===== config.mk =====
export PLATFORM = sky130hd
export DESIGN_NAME = stack_unit
export DESIGN_NICKNAME = d
export VERILOG_FILES = /design/src/rtl/stack_unit.sv
export SDC_FILE = /design/constraint.sdc
export NUM_CORES = 1
export LEC_CHECK = 0
export CAP_MARGIN = 20
export CORE_MARGIN = 2
export CORE_UTILIZATION = 60
export CTS_BUF_LIST = sky130_fd_sc_hd__clkbuf_16
export DETAILED_ROUTE_END_ITERATION = 8
export PLACE_DENSITY = 0.8
export SLEW_MARGIN = 20
export SYNTH_ARGS = -nofsm -noshare
export SYNTH_HDL_FRONTEND = slang
export SYNTH_SLANG_ARGS = --single-unit

===== constraint.sdc =====
create_clock -name clk -period 7.1 [get_ports clk]
set_clock_uncertainty 0.15 [all_clocks]
set_input_delay 0.71 -clock clk [delete_from_list [all_inputs] [get_ports clk]]
set_output_delay 0.71 -clock clk [all_outputs]
set_load 0.03 [all_outputs]

===== src/rtl/stack_unit.sv =====
// Register-based operand stack for the stack-machine datapath.
// It has a registered top-of-stack read port, occupancy decode, and sticky overflow/underflow flags.
module stack_unit #(
    parameter int WIDTH = 8,
    parameter int DEPTH = 16,
    parameter int CW    = $clog2(DEPTH + 1)
) (
    input  logic             clk,
    input  logic             rst,
    input  logic             push,
    input  logic             pop,
    input  logic             tos,
    input  logic [WIDTH-1:0] din,
    input  logic             err_clr,
    output logic [WIDTH-1:0] dout,
    output logic             dout_valid,
    output logic             full,
    output logic             empty,
    output logic [CW-1:0]    count,
    output logic             overflow,
    output logic             underflow
);

    localparam int AW = (DEPTH > 1) ? $clog2(DEPTH) : 1;
    localparam logic [CW-1:0] DEPTH_C = CW'(DEPTH);

    logic [WIDTH-1:0] mem [DEPTH];

    logic [CW-1:0]    count_reg, count_next;
    logic [WIDTH-1:0] dout_reg, dout_next;
    logic             dout_valid_reg, dout_valid_next;
    logic             overflow_reg, overflow_next;
    logic             underflow_reg, underflow_next;

    logic             full_w, empty_w;
    logic             read_req, read_ok, read_fail;
    logic             replace, push_ok, push_rej, pop_ok;
    logic [AW-1:0]    top_idx, wr_idx;
    logic [DEPTH-1:0] wr_en;
    logic [WIDTH-1:0] top_word;

    assign empty_w = (count_reg == '0);
    assign full_w  = (count_reg == DEPTH_C);

    // top_idx is meaningless while empty; every consumer is gated by ~empty_w
    assign top_idx  = AW'(count_reg - CW'(1));
    assign top_word = mem[top_idx];

    always_comb begin
        read_req  = pop | tos;
        read_ok   = read_req & ~empty_w;
        read_fail = read_req & empty_w;
        replace   = push & pop & ~empty_w;
        push_ok   = push & (replace | ~full_w);
        push_rej  = push & ~replace & full_w;
        pop_ok    = pop & ~empty_w;
        wr_idx    = replace ? top_idx : AW'(count_reg);
    end

    always_comb begin
        count_next      = count_reg;
        dout_next       = dout_reg;
        dout_valid_next = 1'b0;
        overflow_next   = overflow_reg & ~err_clr;
        underflow_next  = underflow_reg & ~err_clr;

        // a push that replaces the top leaves the depth unchanged
        if (replace) begin
            count_next = count_reg;
        end else if (push_ok) begin
            count_next = count_reg + CW'(1);
        end else if (pop_ok) begin
            count_next = count_reg - CW'(1);
        end

        if (read_ok) begin
            dout_next       = top_word;
            dout_valid_next = 1'b1;
        end

        if (push_rej) begin
            overflow_next = 1'b1;
        end
        if (read_fail) begin
            underflow_next = 1'b1;
        end
    end

    // storage entries are not reset, so each one only needs its write enable
    generate
        for (genvar gi = 0; gi < DEPTH; gi++) begin : g_entry
            assign wr_en[gi] = push_ok && (wr_idx == AW'(gi));

            always_ff @(posedge clk) begin
                if (wr_en[gi]) begin
                    mem[gi] <= din;
                end
            end
        end
    endgenerate

    always_ff @(posedge clk or negedge rst) begin
        if (!rst) begin
            count_reg      <= '0;
            dout_reg       <= '0;
            dout_valid_reg <= 1'b0;
            overflow_reg   <= 1'b0;
            underflow_reg  <= 1'b0;
        end else begin
            count_reg      <= count_next;
            dout_reg       <= dout_next;
            dout_valid_reg <= dout_valid_next;
            overflow_reg   <= overflow_next;
            underflow_reg  <= underflow_next;
        end
    end

    assign dout       = dout_reg;
    assign dout_valid = dout_valid_reg;
    assign count      = count_reg;
    assign full       = full_w;
    assign empty      = empty_w;
    assign overflow   = overflow_reg;
    assign underflow  = underflow_reg;

endmodule


==> impl_metrics.xml, run 1 <==
<?xml version="1.0" encoding="UTF-8"?>
<metrics>
  <group name="die">
    <metric name="floorplan_die_area" unit="sq um">11200</metric>
    <metric name="fp.coreArea" unit="sq um">10200</metric>
    <metric name="io-pin-count" unit="">32</metric>
    <metric name="die_span_in_y" unit="um">106</metric>
    <metric name="start_util" unit="%">61.0</metric>
    <metric name="die_w" unit="um">106</metric>
    <metric name="core.rowCount" unit="">37</metric>
  </group>
  <group name="synthesis">
    <metric name="ys_warn_count" unit="">0</metric>
    <metric name="synth_flop_cell" unit="">sky130_fd_sc_hd__edfxtp_1</metric>
    <metric name="syn_avg_cell_area" unit="sq um">14.3</metric>
    <metric name="total_nets_after_synthesis" unit="">452</metric>
    <metric name="post_synthesis_register_bit_count" unit="">144</metric>
    <metric name="async_flop_share" unit="%">11.1</metric>
    <metric name="seq_area_frac_synth" unit="%">68.3</metric>
    <metric name="synth_cell_type_count" unit="">46</metric>
    <metric name="synth-edff-count" unit="">128</metric>
    <metric name="syn-cell-area" unit="sq um">6210</metric>
    <metric name="synthesized_instance_count" unit="">435</metric>
  </group>
  <group name="critical_path">
    <metric name="worst_setup_path_end_kind" unit="">primary output</metric>
    <metric name="crit_fanout" unit="">28</metric>
    <metric name="worst_flop_to_flop_path_endpoint" unit="">mem[9][4]</metric>
    <metric name="r2r_setup_slk" unit="ns">3.56</metric>
    <metric name="timing.setup.critical_path_class" unit="">reg2out</metric>
    <metric name="cp.required" unit="ns">6.24</metric>
    <metric name="rr_startpoint" unit="">count[0]</metric>
    <metric name="worstPathArrival" unit="ns">3.02</metric>
    <metric name="rr_worst_depth" unit="">7</metric>
    <metric name="critical_path.startpoint_type" unit="">flop</metric>
  </group>
  <group name="cts">
    <metric name="htree_num_levels" unit="">4</metric>
    <metric name="cts.sinks" unit="">144</metric>
    <metric name="hold_buffers" unit="">0</metric>
    <metric name="post-cts-setup-buffers" unit="">0</metric>
    <metric name="cts_tree" unit="">yes</metric>
    <metric name="ctsResizeCount" unit="">0</metric>
    <metric name="clk_pin_slew_worst_paths" unit="ns">0.06</metric>
    <metric name="clkLatencyLatePin" unit="ns">0.42</metric>
    <metric name="tritoncts.num_buffers" unit="">17</metric>
    <metric name="clock_path_buffers" unit="">2</metric>
    <metric name="root_buffer" unit="">sky130_fd_sc_hd__clkbuf_16</metric>
  </group>
  <group name="min_path">
    <metric name="hold_start" unit="">overflow</metric>
    <metric name="hold_path_depth" unit="">2</metric>
    <metric name="min_delay_worst_endpoint" unit="">overflow</metric>
    <metric name="hp-class" unit="">reg2reg</metric>
  </group>
  <group name="global_routing">
    <metric name="wire_length_of_the_first_global_routing_pass" unit="um">21400</metric>
    <metric name="grt-ovfl-total" unit="">0</metric>
    <metric name="antenna_found_initial" unit="">0</metric>
    <metric name="via_count_of_the_first_global_routing_pass" unit="">3915</metric>
    <metric name="pin_count_of_the_biggest_net_entering_global_routing" unit="">67</metric>
    <metric name="grt_util_all_layers" unit="%">26.3</metric>
  </group>
  <group name="timing">
    <metric name="finalHoldViolations" unit="">0</metric>
    <metric name="maxClockFrequency" unit="GHz">0.258</metric>
    <metric name="post-route-period-util" unit="%">54.6</metric>
    <metric name="postLayoutSetupSlackWorst" unit="ns">3.22</metric>
    <metric name="finalSetupViolations" unit="">0</metric>
    <metric name="period_minus_slack" unit="ns">3.88</metric>
    <metric name="fin_tns_setup" unit="ns">0</metric>
    <metric name="worst_slew_pin_slew" unit="ns">0.810</metric>
    <metric name="finalMaxSlewViolations" unit="">0</metric>
    <metric name="grt_setup_unrepaired" unit="">no</metric>
    <metric name="whs" unit="ns">0.340</metric>
    <metric name="relSlewSlack" unit="%">46.0</metric>
  </group>
  <group name="outcome">
    <metric name="outcome" unit="">completed</metric>
  </group>
  <group name="placed_design">
    <metric name="placement.io_buffers" unit="">31</metric>
    <metric name="place_inst" unit="">574</metric>
    <metric name="detailedPlace.worstSlack" unit="ns">3.56</metric>
    <metric name="placed_cell_area" unit="sq um">6590</metric>
    <metric name="gp_routability_congestion" unit="">0.857</metric>
    <metric name="dp_hpwl" unit="um">8730</metric>
  </group>
  <group name="route">
    <metric name="routed_via_density" unit="">6.44</metric>
    <metric name="drt-total-wl" unit="um">13700</metric>
    <metric name="routed-via-count" unit="">3902</metric>
    <metric name="detail_route.first_pass.iterations" unit="">5</metric>
    <metric name="dr.first_iter.drc_count" unit="">460</metric>
    <metric name="detail-route-antenna-nets" unit="">0</metric>
    <metric name="drt-wirelength-per-cell" unit="um">22.5</metric>
    <metric name="drt_drc_violations_left" unit="">0</metric>
  </group>
  <group name="pwr">
    <metric name="power-per-cell-area" unit="nW/um^2">469</metric>
    <metric name="p_leak" unit="nW">2.41</metric>
    <metric name="worst_ir_drop_vdd" unit="mV">0.307</metric>
  </group>
  <group name="layout">
    <metric name="finish.cell_count_without_fillers" unit="">606</metric>
    <metric name="nets" unit="">474</metric>
    <metric name="fillerInstances" unit="">683</metric>
    <metric name="mostFrequentLayoutCell" unit="">sky130_fd_sc_hd__edfxtp_1</metric>
    <metric name="layout-area-overhead-vs-synth" unit="%">15.5</metric>
    <metric name="drive_gt1_share" unit="%">11.3</metric>
    <metric name="mostFrequentLayoutCells" unit="">128 x sky130_fd_sc_hd__edfxtp_1, 44 x sky130_fd_sc_hd__mux2i_1, 31 x sky130_fd_sc_hd__clkdlybuf4s50_1</metric>
    <metric name="stdcell_area" unit="sq um">7180</metric>
    <metric name="largest_register_ffs" unit="">128</metric>
    <metric name="antenna_cells_inserted" unit="">0</metric>
  </group>
  <group name="job">
    <metric name="cap_viol_max_count" unit="">0</metric>
  </group>
</metrics>
## worst max-delay path by stage
stage               cells past startpoint   endpoint      from  slack (ns)
finish                                  5      empty  count[0]        3.22
global route                            5      empty  count[0]        3.11
CTS                                     5      empty  count[0]        3.23
detailed placement                      6  mem[3][5]       pop        3.56
global placement                        6  mem[1][6]       pop        3.71
floorplan                              11  mem[0][0]  count[0]        3.66
## metal layers
| layer | up-vias | routed length (um) | track usage (%) |
|---|---|---|---|
| met5 | - | 0 | 0 |
| met4 | 0 | 503 | 13.6 |
| met3 | 33 | 1150 | 6.49 |
| met2 | 218 | 6520 | 40.7 |
| met1 | 1897 | 5480 | 34.8 |
| li1 | 1754 | - | - |
## cells by family (layout without fill, tap and decap cells)
kind of cell,Yosys count,after routing,synth area share (%)
compound gates,71,71,8.38
buf+inv,40,75,2.94
mux,44,44,7.09
xor+xnor,6,6,0.846
flops,144,144,68.3
simple gates,127,127,11.9
fa+ha+maj,3,3,0.604
## critical path: stages, from the launching register on
cell and delay (ns):
sky130_fd_sc_hd__dfrtp_4 0.65, sky130_fd_sc_hd__inv_1 0.30, sky130_fd_sc_hd__ha_1 0.26, sky130_fd_sc_hd__or4b_4 0.58
sky130_fd_sc_hd__inv_2 0.13, sky130_fd_sc_hd__clkdlybuf4s50_1 0.68
## where the power goes
group	switching, mW	leakage (nW)	internal (mW)
sequential	0.112	1.34	1.05
clock	0.333	0.280	0.549
combinational	0.869	0.791	0.453
total	1.31	2.41	2.06
## layout make-up
cell class,instances,area [sq um],area share (%)
sequential,144,4250,59.2
multi-input combinational,251,1800,25.0
clock buffer,17,425,5.92
timing repair buffer,36,348,4.84
tap,136,170,2.37
clock inverter,15,168,2.33
inverter,7,26.3,0.366
## stage by stage
step	total power [mW]	util [%]
6_report	3.37	70.5
5_1_grt	3.52	70.5
4_1_cts	3.36	70.5
3_5_place_dp	2.48	64.7
3_3_place_gp	2.44	64.7
2_1_floorplan	2.08	-
## synth_stat cells, types with 3 or more instances
cell	count	area [sq um]
sky130_fd_sc_hd__edfxtp_1	128	3840
sky130_fd_sc_hd__mux2i_1	44	440
sky130_fd_sc_hd__a31oi_1	30	188
sky130_fd_sc_hd__nor2_1	30	113
sky130_fd_sc_hd__nand3_1	27	135
sky130_fd_sc_hd__nor2b_1	22	138
sky130_fd_sc_hd__a2111oi_0	20	175
sky130_fd_sc_hd__clkbuf_1	16	60.1
sky130_fd_sc_hd__dfrtp_1	16	400
sky130_fd_sc_hd__buf_2	12	60.1
sky130_fd_sc_hd__nand4_1	7	43.8
sky130_fd_sc_hd__nor3_1	7	35.0
sky130_fd_sc_hd__inv_1	6	22.5
sky130_fd_sc_hd__nand2_1	6	22.5
sky130_fd_sc_hd__nand4b_1	6	52.6
sky130_fd_sc_hd__nor3_2	6	60.1
sky130_fd_sc_hd__o21ai_0	4	20.0
sky130_fd_sc_hd__o21ai_1	4	20.0
sky130_fd_sc_hd__xnor2_1	4	35.0
sky130_fd_sc_hd__a21oi_1	3	15.0
sky130_fd_sc_hd__ha_1	3	37.5
sky130_fd_sc_hd__nor3b_1	3	22.5
No activity file was read; power rests on OpenSTA's default activity.
==> run 2: changes to the inputs <==
--- a/config.mk
+++ b/config.mk
@@ -7,10 +7,10 @@
 export LEC_CHECK = 0
 export CAP_MARGIN = 20
 export CORE_MARGIN = 2
-export CORE_UTILIZATION = 60
+export CORE_UTILIZATION = 54
 export CTS_BUF_LIST = sky130_fd_sc_hd__clkbuf_16
 export DETAILED_ROUTE_END_ITERATION = 8
-export PLACE_DENSITY = 0.8
+export PLACE_DENSITY = 0.76
 export SLEW_MARGIN = 20
 export SYNTH_ARGS = -nofsm -noshare
 export SYNTH_HDL_FRONTEND = slang
==> constraint.sdc (replaced) <==
create_clock -name clk -period 3.2 [get_ports clk]
set_clock_uncertainty 0.15 [all_clocks]
set_input_delay 0.32 -clock clk [delete_from_list [all_inputs] [get_ports clk]]
set_output_delay 0.32 -clock clk [all_outputs]
set_load 0.03 [all_outputs]
==> impl_metrics.xml, run 2 (synthesized netlist as in run 1, its figures left out) <==
<?xml version="1.0" encoding="UTF-8"?>
<metrics>
  <group name="critical_path">
    <metric name="worstPathArrival" unit="ns">2.89</metric>
    <metric name="cp.required" unit="ns">3.11</metric>
    <metric name="critical_path.startpoint_type" unit="">flop</metric>
    <metric name="path_buf_inv" unit="">1</metric>
    <metric name="crit_fanout" unit="">10</metric>
    <metric name="worstPathCellList" unit="">inv_1 -&gt; ha_1 -&gt; or4b_4 -&gt; and2_4 -&gt; nor3_2 -&gt; o21ai_1 -&gt; nor2_2</metric>
    <metric name="cpLargestDelayFamily" unit="">simple AND/OR/NAND/NOR gates</metric>
    <metric name="r2r_setup_slk" unit="ns">0.22</metric>
    <metric name="timing.setup.critical_path_class" unit="">reg2reg</metric>
    <metric name="crit_path_top_delay_cell" unit="">sky130_fd_sc_hd__or4b_4</metric>
    <metric name="critPathMaxStageDelay" unit="ns">0.58</metric>
    <metric name="worst_setup_path_end_kind" unit="">flop</metric>
  </group>
  <group name="cts">
    <metric name="clk_pin_slew_worst_paths" unit="ns">0.06</metric>
    <metric name="clkLatencyLatePin" unit="ns">0.42</metric>
    <metric name="tritoncts.num_buffers" unit="">17</metric>
    <metric name="post-cts-setup-buffers" unit="">0</metric>
    <metric name="cts_tree" unit="">yes</metric>
    <metric name="root_buffer" unit="">sky130_fd_sc_hd__clkbuf_16</metric>
    <metric name="cts.sinks" unit="">144</metric>
    <metric name="htree_num_levels" unit="">4</metric>
    <metric name="clock_path_buffers" unit="">2</metric>
  </group>
  <group name="route">
    <metric name="drt-total-wl" unit="um">14100</metric>
    <metric name="dr.first_iter.drc_count" unit="">352</metric>
    <metric name="routed-via-count" unit="">3928</metric>
    <metric name="detail-route-antenna-nets" unit="">0</metric>
    <metric name="drt_drc_violations_left" unit="">0</metric>
    <metric name="routed_via_density" unit="">6.29</metric>
    <metric name="drt-wirelength-per-cell" unit="um">22.6</metric>
    <metric name="detail_route.first_pass.iterations" unit="">5</metric>
  </group>
  <group name="timing">
    <metric name="maxClockFrequency" unit="GHz">0.335</metric>
    <metric name="finalMaxSlewViolations" unit="">0</metric>
    <metric name="post-route-period-util" unit="%">93.3</metric>
    <metric name="period_minus_slack" unit="ns">2.98</metric>
    <metric name="grt_setup_unrepaired" unit="">no</metric>
    <metric name="fin_tns_setup" unit="ns">0</metric>
    <metric name="finalSetupViolations" unit="">0</metric>
    <metric name="finalHoldViolations" unit="">0</metric>
    <metric name="worst_slew_pin_slew" unit="ns">0.866</metric>
    <metric name="relSlewSlack" unit="%">42.0</metric>
    <metric name="whs" unit="ns">0.181</metric>
  </group>
  <group name="placed_design">
    <metric name="place_inst" unit="">593</metric>
    <metric name="dp_hpwl" unit="um">8940</metric>
    <metric name="placement.io_buffers" unit="">31</metric>
    <metric name="gp_routability_congestion" unit="">0.883</metric>
  </group>
  <group name="global_routing">
    <metric name="antenna_found_initial" unit="">0</metric>
    <metric name="grt_util_all_layers" unit="%">23.9</metric>
    <metric name="via_count_of_the_first_global_routing_pass" unit="">3893</metric>
    <metric name="grt-ovfl-total" unit="">0</metric>
    <metric name="wire_length_of_the_first_global_routing_pass" unit="um">22000</metric>
    <metric name="pin_count_of_the_biggest_net_entering_global_routing" unit="">50</metric>
  </group>
  <group name="pwr">
    <metric name="clock_power_share" unit="%">26.3</metric>
    <metric name="power.share.sequential" unit="%">31.4</metric>
    <metric name="p_leak" unit="nW">2.52</metric>
    <metric name="comb_power_share" unit="%">42.3</metric>
    <metric name="p_int" unit="mW">4.76</metric>
    <metric name="report.power.total" unit="mW">7.81</metric>
    <metric name="worst_ir_drop_vdd" unit="mV">0.684</metric>
    <metric name="power-per-cell-area" unit="nW/um^2">1060</metric>
    <metric name="switchingPower" unit="mW">3.05</metric>
    <metric name="netSwitchingFraction" unit="%">39.1</metric>
  </group>
  <group name="job">
    <metric name="cap_viol_max_count" unit="">0</metric>
  </group>
  <group name="layout">
    <metric name="fillerInstances" unit="">809</metric>
    <metric name="finish.utilization" unit="%">65.0</metric>
    <metric name="nets" unit="">486</metric>
    <metric name="finish.cell_count_without_fillers" unit="">624</metric>
    <metric name="mostFrequentLayoutCells" unit="">128 x sky130_fd_sc_hd__edfxtp_1, 44 x sky130_fd_sc_hd__mux2i_1, 30 x sky130_fd_sc_hd__a31oi_1</metric>
    <metric name="drive_gt1_share" unit="%">16.8</metric>
    <metric name="layout-area-overhead-vs-synth" unit="%">18.3</metric>
    <metric name="mostFrequentLayoutCell" unit="">sky130_fd_sc_hd__edfxtp_1</metric>
    <metric name="antenna_cells_inserted" unit="">0</metric>
    <metric name="largest_register_ffs" unit="">128</metric>
  </group>
  <group name="die">
    <metric name="die_w" unit="um">111</metric>
    <metric name="core.rowCount" unit="">39</metric>
    <metric name="fp.coreArea" unit="sq um">11300</metric>
    <metric name="io-pin-count" unit="">32</metric>
    <metric name="floorplan_die_area" unit="sq um">12400</metric>
    <metric name="start_util" unit="%">54.9</metric>
    <metric name="die_span_in_y" unit="um">111</metric>
  </group>
  <group name="outcome">
    <metric name="outcome" unit="">completed</metric>
  </group>
  <group name="min_path">
    <metric name="hp-class" unit="">in2async</metric>
  </group>
</metrics>
[run 2: cell count changes in the layout (fill, tap and decap cells not counted), sizes merged]
cell	delta
inv	-1
bufinv	+1
clkdlybuf4s50	-2
clkinvlp	-2
clkinv	+1
dlymetal6s2s	+2
buf	+12
[run 2: metrics by stage]
stage / area [sq um] / worst slack, ns
floorplan: 6260 / -0.0599
global placement: 6730 / 0.366
detailed placement: 6730 / 0.288
CTS: 7350 / 0.0710
global route: 7350 / 0.0586
finish: 7350 / 0.216
[run 2: layout make-up]
class | count | area [sq um] | share of cell area, %
flip-flops and latches | 144 | 4250 | 57.8
multi-input cells | 251 | 1840 | 25.0
repair buffers | 48 | 443 | 6.02
clock buffers | 17 | 425 | 5.79
clock inverters | 14 | 190 | 2.59
well taps | 143 | 179 | 2.43
inverters | 7 | 26.3 | 0.357
[run 2: worst paths after layout]
path                               to      from  depth (start not counted)
max in group asynchronous    count[0]       rst                          1
setup reg to reg           mem[12][1]  count[1]                          7
hold / removal               count[2]       rst                          1
hold reg to reg              overflow  overflow                          2
setup / recovery           mem[12][1]  count[1]                          7
min in group clk             overflow  overflow                          2
[run 2: per-layer routing]
| layer | track usage, % | vias up | wire length, um |
|---|---|---|---|
| met5 | 0 | - | 0 |
| met4 | 10.2 | 0 | 390 |
| met3 | 6.94 | 33 | 1120 |
| met2 | 36.5 | 184 | 6710 |
| met1 | 32.3 | 1940 | 5880 |
| li1 | - | 1771 | - |
[run 2: timing repair]
| action | in CTS | in global routing |
|---|---|---|
| hold buffers | 0 | 0 |
| resized for setup | 0 | 2 |
| endpoints found under the setup margin | 0 | 2 |
| endpoints found under the hold margin | 0 | 0 |
[run 2: power groups by stage]
stage	logic (mW)	registers (mW)	clock network [mW]
after CTS	3.26	2.46	2.07
after global routing	3.53	2.48	2.15
after detailed placement	3.24	2.49	0
after global placement	3.20	2.48	0
final	3.31	2.45	2.06
after floorplan	2.01	2.64	0
==> run 3: changes to the inputs <==
--- a/config.mk
+++ b/config.mk
@@ -6,6 +6,7 @@
 export NUM_CORES = 1
 export LEC_CHECK = 0
 export CAP_MARGIN = 20
+export CORE_ASPECT_RATIO = 0.8
 export CORE_MARGIN = 2
 export CORE_UTILIZATION = 54
 export CTS_BUF_LIST = sky130_fd_sc_hd__clkbuf_16
==> impl_metrics.xml, run 3 (synthesized netlist as in run 1, its figures left out) <==
<?xml version="1.0" encoding="UTF-8"?>
<metrics>
  <group name="outcome">
    <metric name="outcome" unit="">completed</metric>
  </group>
  <group name="die">
    <metric name="die_w" unit="um">124</metric>
    <metric name="fp.coreArea" unit="sq um">11400</metric>
    <metric name="core.rowCount" unit="">35</metric>
    <metric name="die_span_in_y" unit="um">100</metric>
    <metric name="io-pin-count" unit="">32</metric>
    <metric name="floorplan_die_area" unit="sq um">12400</metric>
    <metric name="start_util" unit="%">54.6</metric>
  </group>
  <group name="layout">
    <metric name="stdcell_area" unit="sq um">7400</metric>
    <metric name="finish.utilization" unit="%">65.0</metric>
    <metric name="nets" unit="">489</metric>
    <metric name="mostFrequentLayoutCells" unit="">128 x sky130_fd_sc_hd__edfxtp_1, 44 x sky130_fd_sc_hd__mux2i_1, 31 x sky130_fd_sc_hd__clkdlybuf4s50_1</metric>
    <metric name="layout-area-overhead-vs-synth" unit="%">19.1</metric>
    <metric name="antenna_cells_inserted" unit="">0</metric>
    <metric name="drive_gt1_share" unit="%">17.6</metric>
    <metric name="finish.cell_count_without_fillers" unit="">632</metric>
    <metric name="mostFrequentLayoutCell" unit="">sky130_fd_sc_hd__edfxtp_1</metric>
    <metric name="largest_register_ffs" unit="">128</metric>
  </group>
  <group name="route">
    <metric name="drt-wirelength-per-cell" unit="um">23.3</metric>
    <metric name="drt-total-wl" unit="um">14700</metric>
    <metric name="dr.first_iter.drc_count" unit="">575</metric>
    <metric name="routed-via-count" unit="">3988</metric>
    <metric name="drt_drc_violations_left" unit="">0</metric>
    <metric name="routed_via_density" unit="">6.31</metric>
    <metric name="detail_route.first_pass.iterations" unit="">5</metric>
    <metric name="detail-route-antenna-nets" unit="">0</metric>
  </group>
  <group name="critical_path">
    <metric name="crit_fanout" unit="">10</metric>
    <metric name="critical_path.startpoint_type" unit="">flop</metric>
    <metric name="timing.setup.critical_path_class" unit="">reg2out</metric>
    <metric name="cp.required" unit="ns">2.73</metric>
    <metric name="critPathMaxStageDelay" unit="ns">0.67</metric>
    <metric name="worstPathCellList" unit="">inv_1 -&gt; ha_1 -&gt; or4b_4 -&gt; inv_2 -&gt; clkdlybuf4s50_1</metric>
    <metric name="crit_path_top_delay_cell" unit="">sky130_fd_sc_hd__clkdlybuf4s50_1</metric>
    <metric name="worst_setup_path_end_kind" unit="">primary output</metric>
    <metric name="worstPathArrival" unit="ns">2.59</metric>
  </group>
  <group name="min_path">
    <metric name="hp-class" unit="">in2async</metric>
  </group>
  <group name="pwr">
    <metric name="p_leak" unit="nW">2.51</metric>
    <metric name="report.power.total" unit="mW">7.94</metric>
    <metric name="power-per-cell-area" unit="nW/um^2">1070</metric>
    <metric name="worst_ir_drop_vdd" unit="mV">0.554</metric>
  </group>
  <group name="cts">
    <metric name="clock_path_buffers" unit="">2</metric>
    <metric name="root_buffer" unit="">sky130_fd_sc_hd__clkbuf_16</metric>
    <metric name="clkLatencyLatePin" unit="ns">0.42</metric>
    <metric name="post-cts-setup-buffers" unit="">0</metric>
    <metric name="cts_tree" unit="">yes</metric>
    <metric name="clk_pin_slew_worst_paths" unit="ns">0.06</metric>
    <metric name="cts.sinks" unit="">144</metric>
    <metric name="ctsResizeCount" unit="">0</metric>
    <metric name="htree_num_levels" unit="">4</metric>
    <metric name="hold_buffers" unit="">0</metric>
    <metric name="tritoncts.num_buffers" unit="">17</metric>
  </group>
  <group name="timing">
    <metric name="finalMaxSlewViolations" unit="">0</metric>
    <metric name="postLayoutSetupSlackWorst" unit="ns">0.138</metric>
    <metric name="post-route-period-util" unit="%">95.7</metric>
    <metric name="finalHoldViolations" unit="">0</metric>
    <metric name="whs" unit="ns">0.216</metric>
    <metric name="relSlewSlack" unit="%">36.4</metric>
    <metric name="finalSetupViolations" unit="">0</metric>
    <metric name="worst_slew_pin_slew" unit="ns">0.947</metric>
    <metric name="fin_tns_setup" unit="ns">0</metric>
    <metric name="maxClockFrequency" unit="GHz">0.327</metric>
    <metric name="grt_setup_unrepaired" unit="">no</metric>
    <metric name="period_minus_slack" unit="ns">3.06</metric>
  </group>
  <group name="placed_design">
    <metric name="detailedPlace.worstSlack" unit="ns">0.326</metric>
    <metric name="gp_routability_congestion" unit="">0.857</metric>
    <metric name="placed_cell_area" unit="sq um">6760</metric>
    <metric name="place_inst" unit="">601</metric>
    <metric name="dp_hpwl" unit="um">9430</metric>
    <metric name="placement.io_buffers" unit="">31</metric>
  </group>
  <group name="global_routing">
    <metric name="via_count_of_the_first_global_routing_pass" unit="">3912</metric>
    <metric name="wire_length_of_the_first_global_routing_pass" unit="um">22300</metric>
    <metric name="grt_util_all_layers" unit="%">25.5</metric>
    <metric name="grt-ovfl-total" unit="">0</metric>
    <metric name="pin_count_of_the_biggest_net_entering_global_routing" unit="">50</metric>
    <metric name="antenna_found_initial" unit="">0</metric>
  </group>
  <group name="job">
    <metric name="cap_viol_max_count" unit="">0</metric>
  </group>
</metrics>
-- run 3: changes by cell type in the layout (fill, tap and decap cells not counted), sizes merged --
cell           previous run  this run
dlymetal6s2s              2         0
bufinv                    4         5
inv                       9         8
clkinvlp                  3         2
clkinv                    5         6
buf                      17        20
clkdlybuf4s50            29        31
-- run 3: worst paths after layout --
check | startpoint | to | slack, ns | cells past startpoint
worst max-delay path | count[0] | empty | 0.14 | 5
worst min-delay path | rst | dout_valid | 0.22 | 1
worst max register to register | count[3] | mem[15][6] | 0.18 | 6
worst min register to register | overflow | overflow | 0.36 | 2
max in group asynchronous | rst | count[0] | 2.10 | 1
min in group clk | overflow | overflow | 0.36 | 2
-- run 3: final cells by class --
class	count	area [sq um]
fill	816	3990
multi-input combinational	251	1840
sequential	144	4250
tap	148	185
clock buffer	17	425
inverter	7	26.3
clock inverter	14	214
timing repair buffer	51	460
-- run 3: per-layer routing --
layer	up-vias	part of all wire, %	global-route usage [%]
met5	-	0	0
met4	0	2.3	10.2
met1	1942	43	37.0
met2	248	45	36.0
met3	25	11	8.07
li1	1773	-	-
-- run 3: power breakdown --
group          switching (mW)  internal, mW
combinational            2.19          1.16
clock                   0.744          1.38
sequential              0.127          2.34
-- run 3: worst max-delay path, delay by kind of cell, from the launching register on --
kind,cells,cell delay [ns]
adders and majority gates,1,0.21
buffers and inverters,3,0.89
DFF,1,0.48
and+or+nand+nor,1,0.59
